`config.mk`:
```
export PLATFORM = sky130hd
export DESIGN_NAME = sequential_multiplicator_dispatcher
export DESIGN_NICKNAME = d
export VERILOG_FILES = /design/src/rtl/sequential_multiplicator_dispatcher.sv
export SDC_FILE = /design/constraint.sdc
export NUM_CORES = 1
export LEC_CHECK = 0
export CAP_MARGIN = 20
export CORE_MARGIN = 10
export CORE_UTILIZATION = 45
export CTS_BUF_LIST = sky130_fd_sc_hd__clkbuf_4 sky130_fd_sc_hd__clkbuf_8 sky130_fd_sc_hd__clkbuf_16
export CTS_CLUSTER_SIZE = 8
export DETAILED_ROUTE_END_ITERATION = 12
export DONT_BUFFER_PORTS = 1
export GPL_TIMING_DRIVEN = 0
export PLACE_DENSITY = 0.57
export SYNTH_ARGS = -nofsm -noshare
export SYNTH_HDL_FRONTEND = slang
export SYNTH_SLANG_ARGS = --single-unit
export TNS_END_PERCENT = 30
```
`constraint.sdc`:
```
create_clock -name clock -period 4.6 [get_ports clock]
set_clock_uncertainty 0.05 [all_clocks]
set_input_delay 0.92 -clock clock [delete_from_list [all_inputs] [get_ports clock]]
set_output_delay 0.92 -clock clock [all_outputs]
set_load 0.02 [all_outputs]
```
`src/rtl/sequential_multiplicator_dispatcher.sv`:
```
// Feeds operand pairs from a small FIFO into a sequential multiplier one job at a time,
// collects each product into a one-entry result register and recovers a hung multiplier.
module sequential_multiplicator_dispatcher #(
  parameter int unsigned WIDTH   = 8,
  parameter int unsigned DEPTH   = 4,
  parameter int unsigned TIMEOUT = 64
) (
  input  logic                         clock,
  input  logic                         reset_in,
  input  logic                         op_valid_in,
  output logic                         op_ready_out,
  input  logic [WIDTH-1:0]             multiplicand_in,
  input  logic [WIDTH-1:0]             multiplier_in,
  output logic [WIDTH-1:0]             mul_multiplicand_out,
  output logic [WIDTH-1:0]             mul_multiplier_out,
  output logic                         mul_start_out,
  output logic                         mul_reset_out,
  input  logic                         mul_done_in,
  input  logic [2*WIDTH-1:0]           mul_product_in,
  input  logic                         mul_overflow_in,
  output logic                         res_valid_out,
  input  logic                         res_ready_in,
  output logic [2*WIDTH-1:0]           product_out,
  output logic                         overflow_out,
  output logic                         error_out,
  output logic [$clog2(DEPTH):0]       count_out
);

  localparam int unsigned PTR_W  = $clog2(DEPTH);
  localparam int unsigned CNT_W  = $clog2(DEPTH) + 1;
  localparam int unsigned TMR_W  = $clog2(TIMEOUT);
  localparam int unsigned PROD_W = 2 * WIDTH;

  typedef struct packed {
    logic [WIDTH-1:0] multiplicand;
    logic [WIDTH-1:0] multiplier;
  } op_pair_t;

  typedef enum logic [1:0] {
    S_IDLE,
    S_LAUNCH,
    S_WAIT,
    S_RECOVER
  } state_t;

  state_t             state_q, state_d;
  op_pair_t           mem [DEPTH];
  op_pair_t           head;
  logic [PTR_W-1:0]   wr_ptr_q, wr_ptr_d;
  logic [PTR_W-1:0]   rd_ptr_q, rd_ptr_d;
  logic [CNT_W-1:0]   count_q, count_d;
  logic [WIDTH-1:0]   mcand_q, mcand_d;
  logic [WIDTH-1:0]   mplier_q, mplier_d;
  logic               start_q, start_d;
  logic [TMR_W-1:0]   timer_q, timer_d;
  logic               res_valid_q, res_valid_d;
  logic [PROD_W-1:0]  product_q, product_d;
  logic               overflow_q, overflow_d;
  logic               error_q, error_d;
  logic               push_c;
  logic               pop_c;

  assign op_ready_out         = (count_q != CNT_W'(DEPTH));
  assign push_c               = op_valid_in & op_ready_out;
  assign head                 = mem[rd_ptr_q];

  assign count_out            = count_q;
  assign mul_multiplicand_out = mcand_q;
  assign mul_multiplier_out   = mplier_q;
  assign mul_start_out        = start_q;
  assign res_valid_out        = res_valid_q;
  assign product_out          = product_q;
  assign overflow_out         = overflow_q;
  assign error_out            = error_q;

  // Multiplier reset pulses low for the single recovery cycle, and always with system reset.
  assign mul_reset_out        = reset_in & (state_q != S_RECOVER);

  // Operand storage; contents are meaningless outside the occupied window so no reset.
  always_ff @(posedge clock) begin
    if (push_c) begin
      mem[wr_ptr_q] <= op_pair_t'({multiplicand_in, multiplier_in});
    end
  end

  // FIFO pointer and occupancy next-state.
  always_comb begin
    wr_ptr_d = wr_ptr_q;
    rd_ptr_d = rd_ptr_q;
    count_d  = count_q;
    if (push_c) begin
      wr_ptr_d = wr_ptr_q + PTR_W'(1);
    end
    if (pop_c) begin
      rd_ptr_d = rd_ptr_q + PTR_W'(1);
    end
    unique case ({push_c, pop_c})
      2'b10:   count_d = count_q + CNT_W'(1);
      2'b01:   count_d = count_q - CNT_W'(1);
      default: count_d = count_q;
    endcase
  end

  // Dispatcher FSM next-state and registered outputs.
  always_comb begin
    state_d     = state_q;
    mcand_d     = mcand_q;
    mplier_d    = mplier_q;
    start_d     = 1'b0;
    timer_d     = timer_q;
    res_valid_d = res_valid_q;
    product_d   = product_q;
    overflow_d  = overflow_q;
    error_d     = error_q;
    pop_c       = 1'b0;

    if (res_valid_q && res_ready_in) begin
      res_valid_d = 1'b0;
    end

    unique case (state_q)
      S_IDLE: begin
        // A pending result blocks the next launch so results cannot be overwritten.
        if ((count_q != '0) && !res_valid_q) begin
          pop_c    = 1'b1;
          mcand_d  = head.multiplicand;
          mplier_d = head.multiplier;
          start_d  = 1'b1;
          state_d  = S_LAUNCH;
        end
      end
      S_LAUNCH: begin
        timer_d = '0;
        state_d = S_WAIT;
      end
      S_WAIT: begin
        if (mul_done_in) begin
          product_d   = mul_product_in;
          overflow_d  = mul_overflow_in;
          res_valid_d = 1'b1;
          state_d     = S_IDLE;
        end else if (timer_q == TMR_W'(TIMEOUT - 1)) begin
          state_d = S_RECOVER;
        end else begin
          timer_d = timer_q + TMR_W'(1);
        end
      end
      S_RECOVER: begin
        error_d = 1'b1;
        state_d = S_IDLE;
      end
      default: begin
        state_d = S_IDLE;
      end
    endcase
  end

  always_ff @(posedge clock or negedge reset_in) begin
    if (!reset_in) begin
      state_q     <= S_IDLE;
      wr_ptr_q    <= '0;
      rd_ptr_q    <= '0;
      count_q     <= '0;
      mcand_q     <= '0;
      mplier_q    <= '0;
      start_q     <= 1'b0;
      timer_q     <= '0;
      res_valid_q <= 1'b0;
      product_q   <= '0;
      overflow_q  <= 1'b0;
      error_q     <= 1'b0;
    end else begin
      state_q     <= state_d;
      wr_ptr_q    <= wr_ptr_d;
      rd_ptr_q    <= rd_ptr_d;
      count_q     <= count_d;
      mcand_q     <= mcand_d;
      mplier_q    <= mplier_d;
      start_q     <= start_d;
      timer_q     <= timer_d;
      res_valid_q <= res_valid_d;
      product_q   <= product_d;
      overflow_q  <= overflow_d;
      error_q     <= error_d;
    end
  end

endmodule

```
==> results.json <==
{
  "status": "complete, no violations",
  "hold_viol": 0,
  "postLayoutSetupSlackWorst_ns": 1.83,
  "synth_area_um2": 4540,
  "clk_latency_ns": 0.51,
  "slowest_delay_ns": 0.63,
  "drtAntennaViolNets": 0,
  "avgSynthCellArea_um2": 18.6,
  "grt_max_degree": 53,
  "cts_hold_buffers": 0,
  "rows": 36,
  "cts_tree": "done",
  "fin_tns_setup_ns": 0,
  "worst-path-max-fanout": 10,
  "nets": 308,
  "finalCritPeriodShare_pct": 60.1,
  "synth_cell_type_count": 36,
  "final_cells": 409,
  "die_h_um": 120,
  "gp_congestion": 0.741,
  "layout_commonest_cell": "edfxtp_1",
  "root_buffer": "clkbuf_8",
  "cts_buffers": 17,
  "coreArea_um2": 9820,
  "critPathLaunch": "state_q[1]$_DFFE_PN0P_",
  "ff2ff_setup_slack_ns": 2.11,
  "area_delta_synth_final_pct": 16.5,
  "setup_violations": 0,
  "rr_startpoint": "count_out[0]$_DFFE_PN0P_",
  "drt_iter0_drc": 135,
  "crit_cells": 2,
  "ys_warn_count": 0,
  "wl_per_cell_um": 19.8,
  "io_buffers": 0,
  "diodes": 0,
  "critPathRequiredTime_ns": 3.63,
  "layout-drive-gt1-share_pct": 28.3,
  "fmax_mhz": 362,
  "h-tree-depth": 4,
  "antenna_found_initial": 0,
  "first_global_vias": 2262,
  "p_leak_nw": 2.01,
  "layout_common_cells": "edfxtp_1, dfrtp_1, mux2_2",
  "dieArea_um2": 14500,
  "totalPowerFinal_w": 0.00405,
  "dp_slack_ns": 2.05,
  "cp_slowest_cell": "a21boi_0",
  "grt_pass1_wl_mm": 12.8,
  "vias_per_cell": 5.33,
  "dpl.hpwl_mm": 5.32,
  "initial_utilization_pct": 46.2,
  "cts_resized": 0,
  "synth_seq_cells": 115,
  "final_max_slew_viol_count": 0,
  "slew_headroom_pct": 40.2,
  "num_vias": 2179,
  "io_pins": 79,
  "fin_util_pct": 53.8,
  "drc": 0,
  "die_w_um": 120,
  "grt_usage_pct": 11.7,
  "period_minus_slack_ns": 2.77,
  "dp.cells": 377,
  "endpoint": "mul_reset_out",
  "ir_drop_mv": 0.298,
  "clkSinkCount": 115,
  "timing.rr.end": "count_out[2]$_DFFE_PN0P_",
  "crit_buf_inv": 1,
  "cts_setup_buffers": 0,
  "rsz0062_at_grt": "false",
  "cts_buffer_depth": 2,
  "critPathArrivalTime_ns": 1.80,
  "reg2reg_depth": 10,
  "clk_pin_slew_worst_paths_ns": 0.06,
  "start_kind": "register",
  "power_per_cell_area_nw_per_um2": 766,
  "tightest_slew_ns": 0.897,
  "seq_area_frac_synth_pct": 70.5,
  "end_kind": "primary output",
  "path_cells": "clkbuf_1 -> a21boi_0",
  "syn_inst": 244,
  "syn_nets": 289,
  "max-cap-violations": 0,
  "grt_overflow": 0,
  "cp_top_family": "compound AO/OA/AOI/OAI gates",
  "hp-class": "input pin to asynchronous set/reset pin",
  "firstDrtPassIters": 4,
  "path_class": "register to primary output",
  "routed_wl_mm": 8.10
}
-- worst min-delay path by stage --
stage | start | end | cells after the start
3_5_place_dp | timer_q[5]$_DFFE_PN0P_ | timer_q[5]$_DFFE_PN0P_ | 2
3_3_place_gp | timer_q[5]$_DFFE_PN0P_ | timer_q[5]$_DFFE_PN0P_ | 2
5_1_grt | reset_in | timer_q[5]$_DFFE_PN0P_ | 0
4_1_cts | reset_in | timer_q[5]$_DFFE_PN0P_ | 0
2_1_floorplan | timer_q[5]$_DFFE_PN0P_ | timer_q[5]$_DFFE_PN0P_ | 2
6_report | reset_in | timer_q[5]$_DFFE_PN0P_ | 0
-- state kept, by name, indices dropped and copies added (netlist names), 2 cells and up --
register	cells
count_out	3
mul_multiplier_out	8
mem	64
rd_ptr_q	2
mul_multiplicand_out	8
wr_ptr_q	2
timer_q	6
state_q	2
product_out	16
-- logic make-up after synthesis --
| group | Yosys count | synth area share, % |
|---|---|---|
| flops | 115 | 70.5 |
| simple gates | 30 | 3.42 |
| compound gates | 17 | 2.81 |
| buf+inv | 18 | 2.12 |
| mux | 51 | 17.9 |
| xor+xnor | 6 | 1.16 |
| fa+ha+maj | 7 | 2.10 |
-- Yosys cell counts --
| master | count | area, µm² |
|---|---|---|
| and2_1 | 1 | 6.26 |
| edfxtp_1 | 64 | 1920 |
| nand3_1 | 2 | 10.0 |
| clkbuf_1 | 3 | 11.3 |
| a21o_1 | 2 | 15.0 |
| o21bai_1 | 1 | 7.51 |
| nor3_1 | 3 | 15.0 |
| buf_12 | 1 | 20.0 |
| nor4_1 | 2 | 12.5 |
| nor4b_1 | 1 | 8.76 |
| mux2_4 | 8 | 120 |
| a32o_1 | 2 | 20.0 |
| o21ai_0 | 2 | 10.0 |
| a22o_1 | 2 | 17.5 |
| mux4_2 | 8 | 180 |
| a21boi_0 | 1 | 7.51 |
| nand3_2 | 1 | 10.0 |
| xnor2_1 | 3 | 26.3 |
| nor2b_1 | 1 | 6.26 |
| mux2i_1 | 1 | 10.0 |
| a221oi_1 | 3 | 26.3 |
| mux2_2 | 26 | 293 |
| mux4_1 | 8 | 210 |
| fa_1 | 1 | 20.0 |
| inv_1 | 9 | 33.8 |
| nand2_1 | 8 | 30.0 |
| nand4_1 | 1 | 6.26 |
| xor2_1 | 3 | 26.3 |
| ha_1 | 6 | 75.1 |
| a41oi_1 | 1 | 8.76 |
| nor2_1 | 5 | 18.8 |
| dfrtp_1 | 51 | 1280 |
| buf_2 | 4 | 20.0 |
| buf_6 | 1 | 11.3 |
| and3_1 | 5 | 31.3 |
| a21oi_1 | 3 | 15.0 |
-- worst reg2reg max path: cells and delay by family (launching register included) --
kind          cells  cell delay (ns)
fa+ha+maj         2             0.54
xor+xnor          2             0.30
flops             1             0.49
simple gates      3             0.77
buf+inv           3             0.28
-- power by group --
part / internal (W) / switching, W
Clock: 0.000815 / 0.000442
Sequential: 0.00144 / 0.000401
Combinational: 0.000524 / 0.000433
-- final cells by class --
class,count,area [µm²]
multi-input cells,111,1240
plain buffers,9,62.6
flip-flops and latches,115,3200
well taps,133,166
clock inverters,15,166
inverters,9,33.8
clock buffers,17,414
fillers,821,4530
-- per-layer routing --
layer,global-route usage (%),up-vias,wire [µm]
met1,12.9,1107,3230
li1,-,986,-
met5,0,-,0
met4,5.66,0,125
met3,6.98,15,859
met2,17.8,71,3880
-- metrics by stage --
step                instance area [µm²]  hold slack (ns)
global route                       5290           0.0113
floorplan                          4540            0.458
finish                             5290           0.0561
detailed placement                 4700            0.504
CTS                                5290           0.0248
global placement                   4700            0.496
Power figures use the tool's default switching activity.
